**src/rtl/module_bus_interconect_param.sv**
```systemverilog
// Registered, parametrised bus interconnect between one CPU data port and N_SLV
// peripherals. Each request is decoded against per-slave base/mask windows and
// then steered to the winning slave. Slaves may insert wait states through
// ready_i. Unmapped requests and slaves that never answer return an error response.
module module_bus_interconect_param #(
    parameter int                      N_SLV     = 8,
    parameter int                      ADDR_W    = 32,
    parameter int                      DATA_W    = 32,
    // slot 0 RAM, 1 teclado, 2 LEDs, 3 7-seg, 4 timer, 5 RGB, 6 UART, 7 SPI buffer
    parameter logic [N_SLV*ADDR_W-1:0] SLV_BASE  = {32'h0000_2200, 32'h0000_2018,
                                                    32'h0000_2014, 32'h0000_2010,
                                                    32'h0000_200C, 32'h0000_2008,
                                                    32'h0000_2004, 32'h0000_1000},
    // SPI buffer: 4 KiB page at 0x2000 qualified by address bit 0x200
    parameter logic [N_SLV*ADDR_W-1:0] SLV_MASK  = {32'hFFFF_F200, 32'hFFFF_FFF8,
                                                    32'hFFFF_FFFC, 32'hFFFF_FFFC,
                                                    32'hFFFF_FFFC, 32'hFFFF_FFFC,
                                                    32'hFFFF_FFFC, 32'hFFFF_FC00},
    parameter int                      TIMEOUT   = 16,
    parameter logic [DATA_W-1:0]       ERR_RDATA = DATA_W'(32'hDEAD_BEEF)
) (
    input  logic                    clk_i,
    input  logic                    rst_n_i,
    input  logic                    req_i,
    input  logic                    we_i,
    input  logic [ADDR_W-1:0]       addr_i,
    input  logic [DATA_W-1:0]       wdata_i,
    output logic [DATA_W-1:0]       rdata_o,
    output logic                    ack_o,
    output logic                    err_o,
    output logic                    busy_o,
    output logic [N_SLV-1:0]        sel_o,
    output logic [N_SLV-1:0]        we_o,
    output logic [ADDR_W-1:0]       addr_o,
    output logic [DATA_W-1:0]       wdata_o,
    input  logic [N_SLV*DATA_W-1:0] rdata_i,
    input  logic [N_SLV-1:0]        ready_i,
    output logic [7:0]              err_cnt_o
);

    localparam int IDX_W = (N_SLV > 1) ? $clog2(N_SLV) : 1;
    localparam int CNT_W = $clog2(TIMEOUT + 1);

    typedef enum logic [1:0] {
        ST_IDLE,
        ST_ACCESS,
        ST_RESP
    } state_t;

    state_t             state_q,   state_d;
    logic [ADDR_W-1:0]  addr_q,    addr_d;
    logic [DATA_W-1:0]  wdata_q,   wdata_d;
    logic               we_q,      we_d;
    logic [IDX_W-1:0]   idx_q,     idx_d;
    logic               err_q,     err_d;
    logic [DATA_W-1:0]  rdata_q,   rdata_d;
    logic [CNT_W-1:0]   cnt_q,     cnt_d;
    logic [7:0]         err_cnt_q, err_cnt_d;

    logic               hit_any;
    logic [IDX_W-1:0]   hit_idx;
    logic [7:0]         err_cnt_inc;

    // Address decode: scan from the top so the lowest matching slot wins.
    always_comb begin
        // NOTE: every combinational output gets a default first so no path can infer a latch.
        hit_any = 1'b0;
        hit_idx = '0;
        for (int k = N_SLV - 1; k >= 0; k--) begin
            if ((addr_i & SLV_MASK[k*ADDR_W +: ADDR_W]) == SLV_BASE[k*ADDR_W +: ADDR_W]) begin
                hit_any = 1'b1;
                hit_idx = IDX_W'(k);
            end
        end
    end

    assign err_cnt_inc = (err_cnt_q == 8'hFF) ? err_cnt_q : err_cnt_q + 8'd1;

    // Next-state and datapath latch update for the IDLE/ACCESS/RESP sequence.
    always_comb begin
        state_d   = state_q;
        addr_d    = addr_q;
        wdata_d   = wdata_q;
        we_d      = we_q;
        idx_d     = idx_q;
        err_d     = err_q;
        rdata_d   = rdata_q;
        cnt_d     = cnt_q;
        err_cnt_d = err_cnt_q;
        case (state_q)
            ST_IDLE: begin
                if (req_i) begin
                    addr_d  = addr_i;
                    wdata_d = wdata_i;
                    we_d    = we_i;
                    idx_d   = hit_idx;
                    cnt_d   = CNT_W'(1);
                    if (hit_any) begin
                        state_d = ST_ACCESS;
                        err_d   = 1'b0;
                    end else begin
                        state_d   = ST_RESP;
                        err_d     = 1'b1;
                        rdata_d   = ERR_RDATA;
                        err_cnt_d = err_cnt_inc;
                    end
                end
            end
            ST_ACCESS: begin
                if (ready_i[idx_q]) begin
                    state_d = ST_RESP;
                    err_d   = 1'b0;
                    rdata_d = we_q ? '0 : rdata_i[idx_q*DATA_W +: DATA_W];
                end else if (cnt_q == CNT_W'(TIMEOUT)) begin
                    state_d   = ST_RESP;
                    err_d     = 1'b1;
                    rdata_d   = ERR_RDATA;
                    err_cnt_d = err_cnt_inc;
                end else begin
                    cnt_d = cnt_q + CNT_W'(1);
                end
            end
            ST_RESP: state_d = ST_IDLE;
            default: state_d = ST_IDLE;
        endcase
    end

    // State and latch registers.
    always_ff @(posedge clk_i or negedge rst_n_i) begin
        // NOTE: the address/data latches are reset too, so addr_o/wdata_o/rdata_o read 0 after reset.
        if (!rst_n_i) begin
            state_q   <= ST_IDLE;
            addr_q    <= '0;
            wdata_q   <= '0;
            we_q      <= 1'b0;
            idx_q     <= '0;
            err_q     <= 1'b0;
            rdata_q   <= '0;
            cnt_q     <= '0;
            err_cnt_q <= '0;
        end else begin
            // NOTE: non-blocking assignments keep every register updating from pre-edge values.
            state_q   <= state_d;
            addr_q    <= addr_d;
            wdata_q   <= wdata_d;
            we_q      <= we_d;
            idx_q     <= idx_d;
            err_q     <= err_d;
            rdata_q   <= rdata_d;
            cnt_q     <= cnt_d;
            err_cnt_q <= err_cnt_d;
        end
    end

    // Slave-side strobes come straight from the state, so a reset drops them immediately.
    always_comb begin
        sel_o = '0;
        for (int k = 0; k < N_SLV; k++) begin
            sel_o[k] = (state_q == ST_ACCESS) && (idx_q == IDX_W'(k));
        end
    end

    assign we_o      = sel_o & {N_SLV{we_q}};
    assign ack_o     = (state_q == ST_RESP);
    assign err_o     = (state_q == ST_RESP) && err_q;
    assign busy_o    = (state_q != ST_IDLE);
    assign rdata_o   = rdata_q;
    assign addr_o    = addr_q;
    assign wdata_o   = wdata_q;
    assign err_cnt_o = err_cnt_q;

endmodule

```
**config.mk**
```make
export PLATFORM = sky130hd
export DESIGN_NAME = module_bus_interconect_param
export DESIGN_NICKNAME = d
export VERILOG_FILES = /design/src/rtl/module_bus_interconect_param.sv
export SDC_FILE = /design/constraint.sdc
export NUM_CORES = 1
export LEC_CHECK = 0
export BUFFER_PORTS_ARGS = -buffer_cell sky130_fd_sc_hd__buf_4
export CAP_MARGIN = 20
export CORE_AREA = 10 10 167 169
export CTS_CLUSTER_DIAMETER = 80
export DETAILED_ROUTE_END_ITERATION = 16
export DIE_AREA = 0 0 177 179
export GPL_TIMING_DRIVEN = 0
export PLACE_DENSITY_LB_ADDON = 0.08
export RECOVER_POWER = 100
export SLEW_MARGIN = 0
export SYNTH_ARGS = -nofsm -noshare
export SYNTH_HDL_FRONTEND = slang
export SYNTH_SLANG_ARGS = --single-unit
```
**constraint.sdc**
```tcl
create_clock -name clk_i -period 2.4 [get_ports clk_i]
set_clock_uncertainty 0.1 [all_clocks]
set_input_delay 0.48 -clock clk_i [delete_from_list [all_inputs] [get_ports clk_i]]
set_output_delay 0.48 -clock clk_i [all_outputs]
set_load 0.005 [all_outputs]
```
==> run_results.csv, run 1 <==
group,metric,value,unit
grt,grt_pass1_wl,47.4,mm
logic_synthesis,yosysUniqueCellTypes,49,
die,initial_utilization,27.7,%
sta,hold_viol_final,0,
final_layout,fin_area,11200,um2
logic_synthesis,synth_top_area_cell,"dfrtp_1",
worst_hold_path,hp-class,"input port to flip-flop",
drt,routed.top_layer,"met5",
final_layout,n_antenna_cell,0,
sta,fin_setup_tns,0,ns
power,peakVddDrop,0.434,mV
place,port_buffers,454,
worst_hold_path,min_path_cells,3,
sta,period_needed,2.32,ns
sta,finalSetupViolations,0,
place,dp_slack,-0.253,ns
die,pin_count,455,
logic_synthesis,yosys_warnings,0,
logic_synthesis,synth_top_area_share,42.4,%
die,dieArea,31700,um2
sta,relSlewSlack,30.5,%
drt,dr_wl_met2,17.1,mm
drt,wl_met3,2.66,mm
sta,maxSlewViolCount,0,
grt,track_usage,19.8,%
drt,dr.pass1.iters,6,
logic_synthesis,synthTopCellsByArea,"dfrtp_1 (42%), mux4_2 (21%), nand2_1 (11%)",
run,maxCapViolCount,0,
power,finalPower,6.35,mW
final_layout,final_cell_mix,"buf_4 (358), nand2_1 (208), dfrtp_1 (115)",
critical_path,worstPathArrival,1.74,ns
logic_synthesis,synthArstFlopShare,100,%
logic_synthesis,seq_area_frac_synth,42.4,%
clock_tree,cts_tree,"yes",
final_layout,final_cells,1465,
clock_tree,path_clk_slew,0.06,ns
critical_path,cpMostUsedCell,"buf_4",
drt,drc,0,
run_status,status,"completed",
critical_path,ff2ff_path_depth,7,
drt,vias_per_cell,4.72,
power,power_density,569,nW/um2
sta,worst_pin_slew,1.04,ns
final_layout,final_common_cell,"buf_4",
logic_synthesis,ys.flop_type,"dfrtp_1",
critical_path,slowest_stage,"dfrtp_1",
grt,antenna_found_initial,2,
place,hpwl,27.5,mm
clock_tree,cts_buffers,17,
clock_tree,worstSkewPairLatency,0.42,ns
critical_path,reg2reg_setup_slack,0.16,ns
final_layout,drive_above_1_share,45.1,%
final_layout,final_nets,1458,
critical_path,cp-end-kind,"primary output",
sta,hold_slack,0.145,ns
grt,grt_max_degree,79,
logic_synthesis,syn_avg_cell_area,10.6,um2
final_layout,fill_cells,2469,
place,placed_cell_area,10700,um2
drt,drtIter0Drc,367,
final_layout,synthToLayoutAreaGrowth,62.9,%
die,rows,58,
grt,grt_pass1_vias,7616,
grt,grt.overflow.total,0,
critical_path,crit_chain,"buf_6 -> buf_4 -> nand3_1 -> nor3_1 -> buf_4",
worst_hold_path,min_to,"wdata_o[10]",
sta,fin_crit_sh,96.7,%
critical_path,reg2reg_from,"cnt_q[0]",
critical_path,path_class,"flip-flop to primary output",
sta,fmax,431,MHz
logic_synthesis,synth-seq-cells,116,
drt,wl_met1,12.0,mm
critical_path,critPathLaunchType,"flip-flop",
place,place_congestion,0.799,
critical_path,r2r-end,"err_cnt_o[1]",
drt,routedWlPerCell,22.1,um
logic_synthesis,syn-cell-area,6850,um2
drt,drt_wl_total,32.4,mm
critical_path,crit_fanout,10,
logic_synthesis,syn_inst,644,
drt,num_vias,6915,
final_layout,fin_util,45.1,%
die,core,24700,um2
die,die_h,179,um
sta,layout_setup_ws,0.0800,ns
power,leakagePower,5.09,nW
clock_tree,clock_sinks,116,
logic_synthesis,synth_edf_count,0,
logic_synthesis,syn-num-nets,979,
critical_path,critical_path.max_stage_delay,0.39,ns
worst_hold_path,holdCritStartpoint,"wdata_i[10]",
clock_tree,cts_buffer_depth,2,
die,die_w,177,um
place,dp_cells,1429,
clock_tree,htreeDepth,4,
critical_path,cp.required,1.82,ns
clock_tree,cts_root_buffer,"clkbuf_16",
drt,ant_nets,0,
==> critical path, delay by kind of cell (launching register included) <==
family	cells	cell delay, ns
buffers and inverters	3	0.57
DFF	1	0.39
and+or+nand+nor	2	0.37
==> worst max-delay path by stage <==
| stage | start | cells after the start | to | slack (ns) |
|---|---|---|---|---|
| floorplan | addr_i[11] | 5 | err_cnt_o[1] | 0.29 |
| global placement | addr_i[4] | 7 | rdata_o[24] | -0.27 |
| detailed placement | addr_i[4] | 7 | rdata_o[14] | -0.25 |
| CTS | idx_q[2] | 5 | we_o[4] | -0.02 |
| global route | idx_q[2] | 6 | we_o[1] | -0.004 |
| finish | idx_q[2] | 5 | we_o[4] | 0.08 |
==> registers in the layout, indices dropped and copies added, names as in the netlist <==
name / cells
cnt_q: 5
wdata_o: 32
idx_q: 3
state_q: 2
err_q: 1
rdata_o: 32
err_cnt_o: 8
addr_o: 32
we_q: 1
==> cells in the mapped netlist, types with 2 or more instances <==
| cell | instances |
|---|---|
| o21a_1 | 24 |
| nor4_1 | 8 |
| and2_1 | 2 |
| nand2b_1 | 5 |
| ha_1 | 3 |
| buf_4 | 3 |
| mux2_1 | 2 |
| inv_1 | 13 |
| a21o_1 | 3 |
| buf_1 | 10 |
| buf_2 | 9 |
| nand3_1 | 7 |
| mux2i_1 | 38 |
| nor2_1 | 18 |
| o21ai_0 | 25 |
| and3_1 | 3 |
| mux4_2 | 64 |
| nor2b_1 | 6 |
| nand2_1 | 208 |
| o22ai_1 | 8 |
| nor3_1 | 8 |
| nor4b_1 | 2 |
| nand3b_1 | 2 |
| dfrtp_1 | 116 |
| a22o_1 | 2 |
| xor2_1 | 7 |
| nand4_1 | 3 |
| a211oi_2 | 2 |
| buf_6 | 2 |
| clkbuf_1 | 22 |
==> logic make-up after synthesis <==
logic type,Yosys count,synth area share [%]
compound gates,76,8.00
mux,104,26.9
simple gates,278,17.3
buf+inv,59,3.78
fa+ha+maj,3,0.548
flops,116,42.4
xor+xnor,8,1.02
==> final cells by class <==
cell class,count,area [um2],share of cell area (%)
multi-input cells,469,3700,33.1
plain buffers,45,249,2.23
repair buffers,461,3200,28.6
inverters,13,48.8,0.437
clock inverters,14,226,2.03
clock buffers,17,425,3.81
flip-flops and latches,116,2900,26.0
well taps,330,413,3.70
==> per-layer routing <==
metal  global-route usage (%)  vias to the layer above
li1                         -                     3258
met1                     21.4                     3330
met2                     35.2                      292
met5                        0                        -
met4                     5.95                        4
met3                     7.46                       31
==> where the power goes <==
part	switching (mW)	internal, mW
Combinational	0.516	0.689
Clock	0.984	1.85
Sequential	0.154	2.16
==> timing repair <==
item / CTS / global route
setup buffers: 1 / 4
setup endpoints to repair: 49 / 49
resized for setup: 11 / 16
pin swaps: 1 / 1
hold buffers: 1 / 0
hold endpoints to repair: 38 / 0
No activity file was read; power rests on OpenSTA's default activity.
==> run 2, diff against run 1 <==
--- a/config.mk
+++ b/config.mk
@@ -7,10 +7,11 @@
 export LEC_CHECK = 0
 export BUFFER_PORTS_ARGS = -buffer_cell sky130_fd_sc_hd__buf_4
 export CAP_MARGIN = 20
-export CORE_AREA = 10 10 167 169
+export CORE_AREA = 10 10 168 170
 export CTS_CLUSTER_DIAMETER = 80
+export CTS_CLUSTER_SIZE = 16
 export DETAILED_ROUTE_END_ITERATION = 16
-export DIE_AREA = 0 0 177 179
+export DIE_AREA = 0 0 178 180
 export GPL_TIMING_DRIVEN = 0
 export PLACE_DENSITY_LB_ADDON = 0.08
 export RECOVER_POWER = 100
==> run_results.csv, run 2 (same netlist as run 1, synthesis figures left out) <==
group,metric,value,unit
run_status,status,"completed",
sta,period_needed,2.28,ns
final_layout,fill_cells,2516,
critical_path,critPathLaunchType,"flip-flop",
final_layout,n_antenna_cell,0,
sta,fmax,439,MHz
clock_tree,path_clk_slew,0.06,ns
final_layout,regArea,2900,um2
final_layout,final_cell_mix,"buf_4 (354), nand2_1 (208), dfrtp_1 (116)",
die,pin_count,455,
power,finalPower,6.12,mW
sta,rsz0062_at_grt,"yes",
die,rows,58,
die,die_h,180,um
power,net-switching-power,1.63,mW
die,die_w,178,um
critical_path,cp-end-kind,"primary output",
drt,num_vias,6851,
grt,track_usage,19.6,%
sta,finalSetupViolations,0,
drt,vias_per_cell,4.68,
clock_tree,worstSkewPairLatency,0.41,ns
power,p_sw_share,26.6,%
power,power_density,551,nW/um2
die,core,24900,um2
final_layout,drive_above_1_share,44.8,%
sta,fin_setup_tns,0,ns
grt,grt_max_degree,84,
grt,grt.overflow.total,0,
final_layout,multiInputGateArea,3730,um2
sta,relSlewSlack,43.2,%
grt,grt_pass1_wl,47.9,mm
sta,worst_pin_slew,0.852,ns
clock_tree,cts_buffer_depth,2,
clock_tree,cts_root_buffer,"clkbuf_16",
critical_path,path_class,"flip-flop to primary output",
critical_path,worstPathArrival,1.70,ns
worst_hold_path,holdCritStartpoint,"wdata_i[2]",
place,hpwl,27.6,mm
critical_path,cp-startpoint,"idx_q[2]",
grt,grt_pass1_vias,7592,
run,maxCapViolCount,0,
drt,drtIter0Drc,358,
power,seqPwrFrac,37.7,%
power,p_clk_share,42.5,%
place,dp_cells,1429,
drt,drt_wl_total,32.4,mm
final_layout,final_cells,1463,
drt,routedWlPerCell,22.1,um
clock_tree,clock_sinks,116,
worst_hold_path,hp-class,"input port to flip-flop",
final_layout,final_common_cell,"buf_4",
critical_path,crit_fanout,10,
clock_tree,htreeDepth,4,
clock_tree,cts_buffers,17,
sta,hold_viol_final,0,
sta,maxSlewViolCount,0,
grt,antenna_found_initial,1,
critical_path,cp.required,1.82,ns
drt,drc,0,
critical_path,reg2reg_from,"idx_q[1]",
final_layout,synthToLayoutAreaGrowth,62.3,%
final_layout,final_nets,1456,
die,dieArea,32000,um2
place,port_buffers,454,
clock_tree,cts_tree,"yes",
place,place_congestion,0.803,
drt,ant_nets,0,
power,leakagePower,5.05,nW
die,initial_utilization,27.5,%
power,peakVddDrop,0.401,mV
power,intPower,4.49,mW
sta,fin_crit_sh,94.9,%
power,combPwrFrac,19.8,%
drt,dr.pass1.iters,4,
run 2: final timing paths:
check                      slack [ns]     endpoint  depth (start not counted)
max reg2reg                      0.14   rdata_o[5]                          6
max                              0.12      we_o[1]                          6
max in group asynchronous        0.31   rdata_o[9]                          3
min reg2reg                      0.37  wdata_o[25]                          2
min in group asynchronous        0.60  wdata_o[27]                          2
min                              0.16   wdata_o[2]                          3
run 2: power groups by stage:
stage / Clock [mW] / Combinational [mW] / Sequential (mW)
floorplan: 0 / 0.384 / 2.34
global placement: 0 / 1.33 / 2.34
detailed placement: 0 / 1.34 / 2.34
CTS: 2.67 / 1.35 / 2.31
global route: 2.79 / 1.35 / 2.34
finish: 2.60 / 1.21 / 2.31
run 2: per-layer routing:
metal / up-vias / routed length (um) / GRT usage, %
li1: 3252 / - / -
met1: 3334 / 12100 / 21.2
met2: 244 / 17500 / 36.2
met3: 19 / 2420 / 6.48
met4: 2 / 369 / 3.97
met5: - / 20 / 0
run 2: metrics by stage:
| step | util, % | hold slack [ns] | area [um2] | setup slack, ns |
|---|---|---|---|---|
| finish | 44.6 | 0.156 | 11100 | 0.123 |
| detailed placement | 43.0 | 0.295 | 10700 | -0.259 |
| CTS | 45.6 | 0.136 | 11400 | 0.00464 |
| global placement | 42.9 | 0.360 | 10700 | -0.225 |
| floorplan | - | 0.0844 | 6850 | 0.290 |
| global route | 44.6 | 0.135 | 11100 | -0.0349 |
run 2: worst max-delay path: stages (launching register included):
cell	delay [ns]
dfrtp_1	0.40
buf_6	0.17
buf_6	0.16
nand3b_1	0.18
buf_4	0.18
nor2_1	0.08
buf_4	0.12
run 2: repair_timing:
item	4_1_cts	5_1_grt
setup buffers	1	2
setup endpoints to repair	47	51
hold endpoints to repair	33	0
gates resized for setup	12	18
hold buffers	1	0
pin swaps	1	1
run 2: area by class of cell:
cell class / instances / share of cell area (%)
well taps: 330 / 3.72
inverters: 13 / 0.439
clock buffers: 17 / 3.83
repair buffers: 459 / 28.5
flip-flops and latches: 116 / 26.1
plain buffers: 45 / 2.26
multi-input cells: 469 / 33.6
clock inverters: 14 / 1.60
==> run 3, diff against run 2 <==
--- a/config.mk
+++ b/config.mk
@@ -7,14 +7,15 @@
 export LEC_CHECK = 0
 export BUFFER_PORTS_ARGS = -buffer_cell sky130_fd_sc_hd__buf_4
 export CAP_MARGIN = 20
-export CORE_AREA = 10 10 168 170
+export CORE_AREA = 10 10 167 169
 export CTS_CLUSTER_DIAMETER = 80
 export CTS_CLUSTER_SIZE = 16
 export DETAILED_ROUTE_END_ITERATION = 16
-export DIE_AREA = 0 0 178 180
+export DIE_AREA = 0 0 177 179
 export GPL_TIMING_DRIVEN = 0
 export PLACE_DENSITY_LB_ADDON = 0.08
 export RECOVER_POWER = 100
+export REMOVE_ABC_BUFFERS = 1
 export SLEW_MARGIN = 0
 export SYNTH_ARGS = -nofsm -noshare
 export SYNTH_HDL_FRONTEND = slang
==> run_results.csv, run 3 (same netlist as run 1, synthesis figures left out) <==
group,metric,value,unit
sta,fin_crit_sh,94.7,%
clock_tree,clock_sinks,116,
critical_path,worstPathArrival,1.69,ns
sta,hold_viol_final,0,
worst_hold_path,hp-class,"input port to flip-flop",
clock_tree,htreeDepth,4,
grt,grt.overflow.total,0,
clock_tree,cts_buffers,17,
final_layout,final_common_cell,"buf_4",
die,rows,58,
drt,ant_nets,0,
die,pin_count,455,
run_status,status,"completed",
critical_path,cp.buffers_inverters,2,
place,dp_cells,1389,
grt,grt_max_degree,73,
sta,maxSlewViolCount,0,
sta,fin_setup_tns,0,ns
sta,relSlewSlack,17.8,%
drt,num_vias,6761,
drt,dr.pass1.iters,4,
critical_path,critPathLaunchType,"flip-flop",
die,die_w,177,um
power,leakagePower,5.07,nW
place,place_congestion,0.767,
final_layout,final_cell_mix,"buf_4 (348), nand2_1 (207), dfrtp_1 (112)",
critical_path,cp.required,1.82,ns
critical_path,crit_fanout,26,
drt,drt_wl_total,31.3,mm
grt,grt_pass1_vias,7427,
sta,fmax,440,MHz
die,die_h,179,um
drt,vias_per_cell,4.69,
clock_tree,path_clk_slew,0.06,ns
grt,grt_pass1_wl,45.6,mm
die,core,24700,um2
power,peakVddDrop,0.356,mV
die,dieArea,31700,um2
clock_tree,cts_root_buffer,"clkbuf_16",
grt,antenna_found_initial,2,
drt,drtIter0Drc,378,
final_layout,synthToLayoutAreaGrowth,63.8,%
sta,period_needed,2.27,ns
critical_path,path_class,"flip-flop to primary output",
grt,track_usage,19.0,%
run,maxCapViolCount,0,
sta,finalSetupViolations,0,
power,power_density,549,nW/um2
drt,routedWlPerCell,21.7,um
sta,worst_pin_slew,1.23,ns
place,hpwl,24.4,mm
final_layout,final_cells,1443,
clock_tree,worstSkewPairLatency,0.41,ns
critical_path,cp-end-kind,"primary output",
final_layout,final_nets,1433,
critical_path,crit_chain,"buf_16 -> nand2b_1 -> nor2_1 -> clkbuf_4",
place,port_buffers,454,
critical_path,path_delay_family,"flip-flops",
die,initial_utilization,27.7,%
final_layout,drive_above_1_share,46.4,%
drt,drc,0,
critical_path,critical_path.max_stage_delay,0.55,ns
clock_tree,cts_tree,"yes",
critical_path,slowest_stage,"dfrtp_4",
clock_tree,cts_buffer_depth,2,
[run 3: changes by cell type in the layout (fill, tap and decap cells not counted), moves of 2 or more]
cell,change
buf_1,-5
buf_12,+3
buf_16,+5
buf_2,-3
buf_4,-6
buf_6,-7
buf_8,+2
clkbuf_1,-19
clkbuf_2,-2
clkbuf_4,+8
dfrtp_1,-4
dfrtp_4,+4
diode_2,+2
[run 3: timing repair]
| item | in CTS | in global routing |
|---|---|---|
| endpoints found under the setup margin | 62 | 37 |
| gates resized for setup | 9 | 2 |
| pin swaps | 2 | 3 |
| hold buffers | 1 | 0 |
| hold endpoints to repair | 44 | 0 |
| gates cloned | 1 | 1 |
| buffers inserted | 7 | 10 |
[run 3: worst reg2reg max path, cell delays in order (launching register included)]
cell	delay [ns]
dfrtp_4	0.55
buf_16	0.20
nor2b_1	0.19
a22oi_2	0.32
a21oi_4	0.15
a211oi_4	0.23
buf_12	0.15
buf_16	0.14
o22ai_1	0.09
[run 3: worst paths after layout]
| check | from | end | slack (ns) | depth (start not counted) |
|---|---|---|---|---|
| max reg2reg | idx_q[0] | rdata_o[8] | 0.13 | 8 |
| min reg2reg | addr_o[21] | addr_o[21] | 0.37 | 2 |
| min in group asynchronous | rst_n_i | wdata_o[6] | 0.77 | 2 |
| max | idx_q[0] | we_o[2] | 0.13 | 4 |
| min | wdata_i[29] | wdata_o[29] | 0.15 | 3 |
| max in group asynchronous | rst_n_i | idx_q[0] | 0.43 | 3 |
[run 3: cell type report]
type,count,area (um2)
clock inverter,14,176
multi-input combinational,470,3750
antenna,2,5.00
tap,330,413
sequential,116,2920
clock buffer,18,429
timing repair buffer,480,3480
fill,2443,13500
inverter,13,48.8
[run 3: metal layers]
metal	wire (um)	part of all wire [%]	track usage, %
met2	16200	52	33.4
met4	477	1.5	5.15
met5	0	0	0
met3	2860	9.2	8.28
met1	11700	38	20.3
[run 3: power by group]
part / leakage (nW) / switching, mW / internal (mW)
Combinational: 3.41 / 0.497 / 0.692
Clock: 0.291 / 0.995 / 1.64
Sequential: 1.36 / 0.164 / 2.16
Total: 5.07 / 1.66 / 4.50
[run 3: stage by stage]
step	hold WS, ns	power, mW	setup WS (ns)	instance area [um2]	util [%]
detailed placement	0.359	3.68	-0.437	10700	43.1
global route	0.133	6.52	-0.0148	11200	45.3
finish	0.154	6.15	0.128	11200	45.3
CTS	0.134	6.37	0.0143	11400	46.1
floorplan	0.0844	2.71	-2.36	6640	-
global placement	0.361	3.65	-4.40	10500	42.3
